[src/rtl/forward_unit_pipelined.sv]
// Forwarding and load-use hazard unit for an ID -> EX -> MEM -> WB pipeline.
// Tracks destinations through EX/MEM/WB and sources through EX; counts load-use stalls.
module forward_unit_pipelined #(
  parameter int REG_W       = 3,
  parameter int NUM_SRC     = 2,
  parameter int ZERO_REG_EN = 1,
  parameter int CNT_W       = 16
) (
  input  logic                     clk,
  input  logic                     reset,
  input  logic                     ext_stall,
  input  logic                     flush,
  input  logic [REG_W-1:0]         id_rd,
  input  logic                     id_we,
  input  logic                     id_load,
  input  logic [NUM_SRC*REG_W-1:0] id_rs,
  input  logic [NUM_SRC-1:0]       id_rs_used,
  output logic [2*NUM_SRC-1:0]     fwd,
  output logic                     load_use_stall,
  output logic [CNT_W-1:0]         stall_count
);

  localparam logic [1:0] FWD_MEM = 2'd0;
  localparam logic [1:0] FWD_WB  = 2'd1;
  localparam logic [1:0] FWD_RF  = 2'd2;

  // EX entry
  logic [REG_W-1:0]         ex_rd;
  logic                     ex_we;
  logic                     ex_load;
  logic [NUM_SRC*REG_W-1:0] ex_rs;
  logic [NUM_SRC-1:0]       ex_used;
  // MEM and WB entries
  logic [REG_W-1:0]         mem_rd;
  logic                     mem_we;
  logic [REG_W-1:0]         wb_rd;
  logic                     wb_we;

  logic [NUM_SRC-1:0]       id_hit;
  logic                     ex_rd_zero;
  logic                     bubble;

  // Forward selects depend only on registered state, never on the id_* inputs.
  for (genvar g = 0; g < NUM_SRC; g++) begin : g_src
    logic [REG_W-1:0] rs;
    logic             live;
    logic             mem_hit;
    logic             wb_hit;

    assign rs      = ex_rs[g*REG_W +: REG_W];
    assign live    = ex_used[g] && !((ZERO_REG_EN != 0) && (rs == '0));
    assign mem_hit = live && mem_we && (mem_rd == rs);
    assign wb_hit  = live && wb_we && (wb_rd == rs);
    assign fwd[2*g +: 2] = mem_hit ? FWD_MEM : (wb_hit ? FWD_WB : FWD_RF);

    assign id_hit[g] = id_rs_used[g] && (id_rs[g*REG_W +: REG_W] == ex_rd);
  end

  assign ex_rd_zero     = (ZERO_REG_EN != 0) && (ex_rd == '0);
  assign load_use_stall = ex_we && ex_load && (|id_hit) && !ex_rd_zero &&
                          !flush && !ext_stall && !reset;
  assign bubble         = flush || load_use_stall;

  always_ff @(posedge clk) begin
    if (reset) begin
      ex_rd       <= '0;
      ex_we       <= 1'b0;
      ex_load     <= 1'b0;
      ex_rs       <= '0;
      ex_used     <= '0;
      mem_rd      <= '0;
      mem_we      <= 1'b0;
      wb_rd       <= '0;
      wb_we       <= 1'b0;
      stall_count <= '0;
    end else if (!ext_stall) begin
      mem_rd <= ex_rd;
      mem_we <= ex_we;
      wb_rd  <= mem_rd;
      wb_we  <= mem_we;
      if (bubble) begin
        ex_rd   <= '0;
        ex_we   <= 1'b0;
        ex_load <= 1'b0;
        ex_rs   <= '0;
        ex_used <= '0;
      end else begin
        ex_rd   <= id_rd;
        ex_we   <= id_we;
        ex_load <= id_load;
        ex_rs   <= id_rs;
        ex_used <= id_rs_used;
      end
      // Saturates at all-ones so a long run never wraps back to a small value.
      if (load_use_stall && (stall_count != '1)) begin
        stall_count <= stall_count + CNT_W'(1);
      end
    end
  end

endmodule
[config.mk]
export PLATFORM = sky130hd
export DESIGN_NAME = forward_unit_pipelined
export DESIGN_NICKNAME = d
export VERILOG_FILES = /design/src/rtl/forward_unit_pipelined.sv
export SDC_FILE = /design/constraint.sdc
export NUM_CORES = 1
export LEC_CHECK = 0
export ABC_AREA = 1
export CAP_MARGIN = 20
export CORE_ASPECT_RATIO = 0.8
export CORE_MARGIN = 2
export CORE_UTILIZATION = 56
export DETAILED_ROUTE_END_ITERATION = 10
export GPL_TIMING_DRIVEN = 0
export PLACE_DENSITY = 0.85
export SLEW_MARGIN = 20
export SYNTH_ARGS = -nofsm -noshare
export SYNTH_HDL_FRONTEND = slang
export SYNTH_SLANG_ARGS = --single-unit
[constraint.sdc]
create_clock -name clk -period 4.3 [get_ports clk]
set_input_delay 0.43 -clock clk [delete_from_list [all_inputs] [get_ports clk]]
set_output_delay 0.43 -clock clk [all_outputs]
set_load 0.03 [all_outputs]
======== Word level (Yosys, flattened, before mapping) ========
Cells that the tools add are included.
operators by class
  equality and inequality tests ........... 7
  divide/modulo/power cells ............... 0
  $add $sub $neg .......................... 1
  bitwise logic cells ..................... 1
  reductions and logical operators ........ 31
  $mul .................................... 0
  magnitude comparators ................... 0
  shifts and indexed selects .............. 0
  muxes and demuxes ....................... 9
operator list
  operator               number
  $logic_and 1x1->1      19
  $eq 3x3->1             6
  $add 16x1->16 const B  1
  $ne 16x16->1 const B   1
  $mux 2                 5
  $logic_not 3->1        3
  $logic_not 1->1        6
  $mux 6                 1
  $mux 3                 1
  $mux 1                 2
  $reduce_and 2->1       1
  $reduce_or 2->1        1
  $logic_or 1x1->1       1
  $not 1->1              1
word-level totals
  memory bits (writable) .................. 0
  register bits after elaboration ......... 37
  memories kept ........................... 0
  bits in latches ......................... 0
  input port bits ......................... 17
  memory bits (read-only) ................. 0
  output and inout bits ................... 21
  logic and storage cells ................. 59

======== Logic depth before layout (Yosys ltp) ========
Gate-level depths: netlist of the first run.
  word-level depth ........................ 10
  mapped depth ............................ 11
  depth with buffers taken out ............ 11

======== Least setup slack after synthesis of the first run ========
Ideal clock, no wire load.
  kind .................................... reg2reg
  start ................................... reg stall_count[1]
  end ..................................... reg stall_count[13]
  cell stages (with the launch flop) ...... 9
  path buffers ............................ 0
  period minus slack after synthesis ...... 1.708 ns
  arrival time ............................ 1.595 ns
  data required time ...................... 4.186 ns
  slack ................................... 2.592 ns
  setup time .............................. 0.114 ns
  path through ............................ dfxtp_1 ha_1 nand2_1 nor2_2 nand4_4 nand3_4 nor2_2 nor2_1 nor2_1
between the ends
  cells in the longest elaborated chain, start to end .. 3
  elaborated cells on any way between the ends .. 4
  those cells by class .................... add/sub (1); eq/ne (1); reduce/logical (2)
RTL lines
  what                                                   line  text
  from (decl)                                            20    output logic [CNT_W-1:0] stall_count
  from (signal assigned)                                 96    stall_count <= stall_count + CNT_W'(1);
  branches (longest 3 deep; another with $add 16x1->16)  --
Parallel ways; which one is timed is not known.
A chain may end at the register's enable or synchronous reset.

======== Worst setup path in the final report of the first run ========
  start ................................... in ext_stall
  end ..................................... out load_use_stall
between the ends
  cells in the longest elaborated chain, start to end .. 3
RTL lines
  what                             line  text
  from (decl)                      11    input logic ext_stall,
  $logic_not 1->1                  --
  $logic_and 1x1->1 (2 in series)  61    !flush && !ext_stall && !reset;
  to (decl)                        19    output logic load_use_stall,
Every way passes these cells.

==> results of run 1 <==
==> Yosys cell counts (2+ instances only) <==
library cell | count | share of area
o21ai_1 | 2 | 0.0048
nand4_1 | 9 | 0.027
o21ai_0 | 23 | 0.055
nor2_1 | 52 | 0.094
nor2_2 | 7 | 0.021
buf_6 | 2 | 0.011
xnor2_1 | 3 | 0.013
xor2_1 | 4 | 0.017
o21bai_1 | 3 | 0.011
inv_1 | 41 | 0.074
clkbuf_1 | 5 | 0.0090
nand2_1 | 76 | 0.14
nand4_4 | 2 | 0.020
nor4_1 | 2 | 0.0060
nand3_1 | 7 | 0.017
dfxtp_1 | 37 | 0.36
inv_2 | 2 | 0.0036
a21oi_1 | 24 | 0.058
nor3_1 | 2 | 0.0048
==> how the worst max path moves through the flow <==
stage	from	endpoint	slack, ns
final	ext_stall	load_use_stall	1.43
after global routing	ext_stall	load_use_stall	1.35
after global placement	ext_stall	load_use_stall	1.50
after CTS	ext_stall	load_use_stall	1.45
after floorplan	stall_count[1]$_SDFFE_PP0P_	stall_count[13]$_SDFFE_PP0P_	2.59
after detailed placement	ext_stall	load_use_stall	1.48
==> metrics by stage <==
step	instances	cell area, sq um
final	403	2635
after global routing	403	2635
after CTS	403	2635
after detailed placement	395	2501
after global placement	395	2501
after floorplan	316	2078
==> registers in the layout, indices dropped and copies added, names as in the netlist <==
name / cells
mem_rd: 3
ex_used: 2
ex_load: 1
ex_rs: 6
mem_we: 1
ex_rd: 3
wb_we: 1
ex_we: 1
wb_rd: 3
stall_count: 16
==> where the power goes <==
group	internal [mW]	switching [mW]
registers	0.354	0.0152
clock network	0.231	0.128
logic	0.0399	0.0485
total	0.625	0.191
==> routing by layer <==
metal / up-vias / wire length (um) / share of wire / global-route usage
met5: - / 0 / 0 / 0
met4: 0 / 59 / 0.011 / 0.09434
met3: 9 / 370 / 0.069 / 0.06849
met2: 77 / 2446 / 0.45 / 0.4168
met1: 1000 / 2523 / 0.47 / 0.3725
li1: 1089 / - / - / -
==> cells by family after synthesis <==
| kind of cell | share of synthesized area |
|---|---|
| buffers and inverters | 0.1102 |
| AOI/OAI and AO/OA | 0.1439 |
| and+or+nand+nor | 0.3540 |
| DFF | 0.3564 |
| xor gates and xnor gates | 0.02950 |
| adders and majority gates | 0.006020 |
==> layout make-up <==
cell class                 instances  area [sq um]  area share
multi-input combinational        226          1109      0.4207
sequential                        37         740.7      0.2811
timing repair buffer              37         370.4      0.1406
inverter                          43         161.4     0.06125
clock buffer                       5         68.82     0.02612
buffer                            10         67.56     0.02564
clock inverter                     3         65.06     0.02469
tap                               42         52.55     0.01994
==> worst min-delay path: stages, from the launching register on <==
cell and delay (ns):
dfxtp_1 0.34, inv_1 0.06, a21oi_1 0.05
==> impl_metrics.csv, run 1 <==
group,metric,value,unit
layout,final_core_util,0.7540,
layout,syn_to_final_growth,26.79,%
place,io_buffer_count,37,
hold_path,hold_class,"register to register",
critical_path,crit_required,3.87,ns
layout,fin_nets,378,
layout,mostFrequentLayoutCells,"nand2_1, nor2_1, inv_1",
synth,synth_edf_count,0,
critical_path,crit_fanout,10,
critical_path,worstPathCellList,"clkdlybuf4s50_1, nor2_2, nand3b_1, nor2_2, buf_4, nand2_1, inv_1, clkdlybuf4s50_1",
hold_path,hold_depth,2,
routing,num_vias,2175,
clocking,clk_pin_slew,0.08,ns
synth,synth_cell_types,32,
synth,ys_ff_latch,37,
timing,hold_viol,0,
grt,antenna_found_initial,0,
clocking,clock-root-buffer,"clkbuf_8",
pwr,p_total,816.1,uW
critical_path,r2r_cells,8,
timing,max_slew_margin,0.6637,
timing,fmax,348.8,MHz
timing,period_needed,2.867,ns
floorplan,start_util,0.5947,
clocking,cts_tree,"done",
timing,finClkSkew,0.007255,ns
grt,track_usage,0.2712,
critical_path,critPathLaunchType,"input pin",
clocking,numCtsBuffers,5,
routing,drc,0,
timing,worst_slew_pin_slew,0.5044,ns
synth,async_flop_share,0,
grt,grt_pass1_vias,1994,
pwr,power.leakage,1.104,nW
routing,vias_per_cell,5.397,
clocking,ctsResizeCount,0,
critical_path,worstReg2RegStart,"stall_count[0]$_SDFFE_PP0P_",
timing,rsz0062_at_grt,"no",
floorplan,die_h,58.49,um
critical_path,critPathCaptureType,"primary output",
outcome,outcome,"finished clean",
critical_path,cp_slowest_cell,"clkdlybuf4s50_1",
critical_path,max_stage_delay,0.66,ns
place,place_ws,1.478,ns
timing,slew_viol_final,0,
hold_path,holdPathEnd,"stall_count[1]$_SDFFE_PP0P_",
timing,period_share,0.6667,
floorplan,core,0.003495,sq mm
timing,finalSetupViolations,0,
layout,final_layout_size_suffix_gt1_frac,0.08033,
layout,fillCellCount,302,
floorplan,pin_count,38,
critical_path,reg2reg_to,"stall_count[15]$_SDFFE_PP0P_",
grt,grt_first_pass_wirelength,8.859,mm
clocking,clkSinkCount,37,
timing,tns,0,ns
job,maxCapViolCount,0,
synth,syn-cell-area,0.002078,sq mm
synth,synth_area_per_cell,6.577,sq um
floorplan,die_area,0.004217,sq mm
synth,ys_seq_area_frac,0.3564,
clocking,insertion_delay,0.29,ns
synth,syn-num-nets,334,
routing,drt_iter0_markers,173,
critical_path,ff2ff_setup_slack,2.58,ns
critical_path,critPathKind,"input pin to primary output",
routing,ant_nets,0,
critical_path,crit_buf_inv,4,
hold_path,hold_start,"stall_count[1]$_SDFFE_PP0P_",
place,gp_congestion,0.8811,
routing,first_pass_iters,4,
pwr,peakVddDrop,311.2,uV
grt,overflow,0,
routing,wl_per_cell,13.40,um
clocking,postCtsSetupBuffers,0,
timing,fin_ws,1.433,ns
critical_path,cp.depth,8,
grt,grt_max_degree,13,
clocking,clock_path_buffers,2,
synth,synth_ff_type,"dfxtp_1",
clocking,holdBufCountCts,0,
synth,syn_inst,316,
synth,yosysWarnings,0,
floorplan,rows,19,
critical_path,crit_family,"buffers and inverters",
floorplan,die_w,72.11,um
timing,whs,0.4946,ns
clocking,htree_levels,2,
routing,routed_wl,5.400,mm
place,dp_hpwl,3.890,mm
layout,final_common_cell,"nand2_1",
layout,n_antenna_cell,0,
critical_path,crit_arrival,2.44,ns
pwr,p_per_area,309.7,mW/mm^2
No activity file was read; power rests on OpenSTA's default activity.
==> run 2, diff against run 1 <==
--- a/config.mk
+++ b/config.mk
@@ -9,10 +9,10 @@
 export CAP_MARGIN = 20
 export CORE_ASPECT_RATIO = 0.8
 export CORE_MARGIN = 2
-export CORE_UTILIZATION = 56
+export CORE_UTILIZATION = 52
 export DETAILED_ROUTE_END_ITERATION = 10
 export GPL_TIMING_DRIVEN = 0
-export PLACE_DENSITY = 0.85
+export PLACE_DENSITY = 0.79
 export SLEW_MARGIN = 20
 export SYNTH_ARGS = -nofsm -noshare
 export SYNTH_HDL_FRONTEND = slang
==> constraint.sdc (replaced) <==
create_clock -name clk -period 2.8 [get_ports clk]
set_input_delay 0.28 -clock clk [delete_from_list [all_inputs] [get_ports clk]]
set_output_delay 0.28 -clock clk [all_outputs]
set_load 0.03 [all_outputs]
==> run 2 against run 1 <==
Clock power increased by 36%. Register-to-register slack worse by 1.5 ns. Flip-flop and latch count unchanged. Die area is 7.2% higher. Critical path depth did not move. Worst hold slack improved by 0.010 ns. Clock skew down 0.0032 ns. Cell count grew 3.2%. Combinational power rose by 53%. Wire length shrank 7.8%. Setup slack lost 1.2 ns.
==> impl_metrics.csv, run 2 (synthesis results as in run 1) <==
group,metric,value,unit
outcome,outcome,"finished clean",
timing,rsz0062_at_grt,"no",
pwr,p_int,895.9,uW
critical_path,cp_slowest_cell,"clkdlybuf4s50_1",
critical_path,worstPathCellList,"clkdlybuf4s50_1, nor2_2, nand3b_1, nor2_2, buf_4, nand2_1, inv_1, clkdlybuf4s50_1",
layout,reg_top3,"stall_count x16, ex_rs x6",
clocking,ctsResizeCount,0,
critical_path,crit_family,"buffers and inverters",
floorplan,die_area,0.004522,sq mm
grt,grt_first_pass_wirelength,8.211,mm
critical_path,critPathCaptureType,"primary output",
timing,max_slew_margin,0.7066,
place,io_buffer_count,37,
floorplan,start_util,0.5428,
clocking,clkSinkCount,37,
floorplan,core,0.003829,sq mm
timing,tns,0,ns
routing,drc,0,
pwr,p_per_area,450.8,mW/mm^2
layout,largest_register_ffs,16,
grt,track_usage,0.2418,
layout,final_common_cell,"nand2_1",
layout,instances_no_fill,416,
pwr,clkPwrFrac,0.409,
place,place_inst,408,
routing,routed_wl,4.978,mm
floorplan,rows,20,
critical_path,critPathLaunchType,"input pin",
grt,grt_max_degree,12,
critical_path,crit_required,2.52,ns
layout,final_layout_size_suffix_gt1_frac,0.07756,
routing,num_vias,2083,
pwr,seq_power_share,0.477,
timing,slew_viol_final,0,
layout,n_antenna_cell,0,
layout,fin_nets,378,
pwr,swShare,0.2454,
place,dp_hpwl,3.671,mm
floorplan,pin_count,38,
timing,worst_slew_pin_slew,0.4401,ns
routing,ant_nets,0,
layout,mostFrequentLayoutCells,"nand2_1, nor2_1, inv_1",
routing,wl_per_cell,11.97,um
layout,fillCellCount,344,
timing,period_share,0.9098,
place,gp_congestion,0.8772,
timing,hold_viol,0,
clocking,holdBufCountCts,0,
clocking,postCtsSetupBuffers,0,
floorplan,die_h,60.55,um
routing,drt_iter0_markers,188,
pwr,power.switching,291.4,uW
critical_path,crit_buf_inv,4,
critical_path,critPathKind,"input pin to primary output",
layout,largest-register,"stall_count",
clocking,clock-root-buffer,"clkbuf_8",
pwr,p_total,1.187,mW
grt,grt_pass1_vias,1771,
clocking,htree_levels,2,
hold_path,hold_class,"register to register",
pwr,peakVddDrop,365.1,uV
floorplan,die_w,74.68,um
timing,period_needed,2.547,ns
timing,finalSetupViolations,0,
grt,antenna_found_initial,0,
clocking,insertion_delay,0.29,ns
clocking,numCtsBuffers,5,
clocking,clock_path_buffers,2,
job,maxCapViolCount,0,
grt,overflow,0,
timing,finClkSkew,0.004020,ns
timing,whs,0.5050,ns
routing,vias_per_cell,5.007,
critical_path,crit_fanout,10,
pwr,combPwrFrac,0.114,
layout,final_core_util,0.6879,
critical_path,max_stage_delay,0.66,ns
layout,syn_to_final_growth,26.73,%
critical_path,crit_arrival,2.27,ns
timing,fmax,392.6,MHz
routing,first_pass_iters,4,
clocking,clk_pin_slew,0.07,ns
clocking,cts_tree,"done",
pwr,power.leakage,1.094,nW
==> run 2: cell count changes in the layout (fill, tap and decap cells not counted), sizes merged <==
cell	before	now
clkinv	1	0
bufinv	2	1
clkbuf	12	14
==> run 2: final cells by class <==
cell class | count | area [sq um] | share of cell area
Clock buffer | 7 | 86.33 | 0.03278
Clock inverter | 1 | 30.03 | 0.01140
Tap cell | 55 | 68.82 | 0.02613
Multi-Input combinational cell | 226 | 1109 | 0.4209
Inverter | 43 | 161.4 | 0.06128
Sequential cell | 37 | 740.7 | 0.2812
Buffer | 10 | 67.56 | 0.02565
Timing Repair Buffer | 37 | 370.4 | 0.1406
==> run 2: path summary, 6_finish.rpt <==
check / from / endpoint / slack (ns) / cells after the start
worst min register to register: stall_count[1]$_SDFFE_PP0P_ / stall_count[1]$_SDFFE_PP0P_ / 0.50 / 2
worst max-delay path: ext_stall / load_use_stall / 0.25 / 8
worst min-delay path: stall_count[1]$_SDFFE_PP0P_ / stall_count[1]$_SDFFE_PP0P_ / 0.50 / 2
worst max register to register: stall_count[0]$_SDFFE_PP0P_ / stall_count[0]$_SDFFE_PP0P_ / 1.05 / 7
==> run 2: tightest hold or removal path, stage by stage, from the launching register on <==
cell,delay [ns]
dfxtp_1,0.35
inv_1,0.06
a21oi_1,0.05
==> run 2: stage by stage <==
stage	cell area (sq um)	setup WS, ns
floorplan	2078	1.092
global placement	2517	0.2578
detailed placement	2517	0.2487
CTS	2634	0.2482
global route	2634	0.1389
finish	2634	0.2526
==> run 2: power by group through the flow <==
stage	Clock, mW	Combinational, mW	Sequential, mW
6_report	0.486	0.135	0.566
5_1_grt	0.515	0.151	0.569
4_1_cts	0.495	0.134	0.565
3_5_place_dp	0	0.133	0.578
2_1_floorplan	0	0.0871	0.571
3_3_place_gp	0	0.131	0.577
==> run 2: per-layer routing <==
metal  wire length (um)  global-route usage
met5                  0                   0
met3                320             0.05150
met4                 76             0.07143
met1               2500              0.3636
met2               2081              0.3477
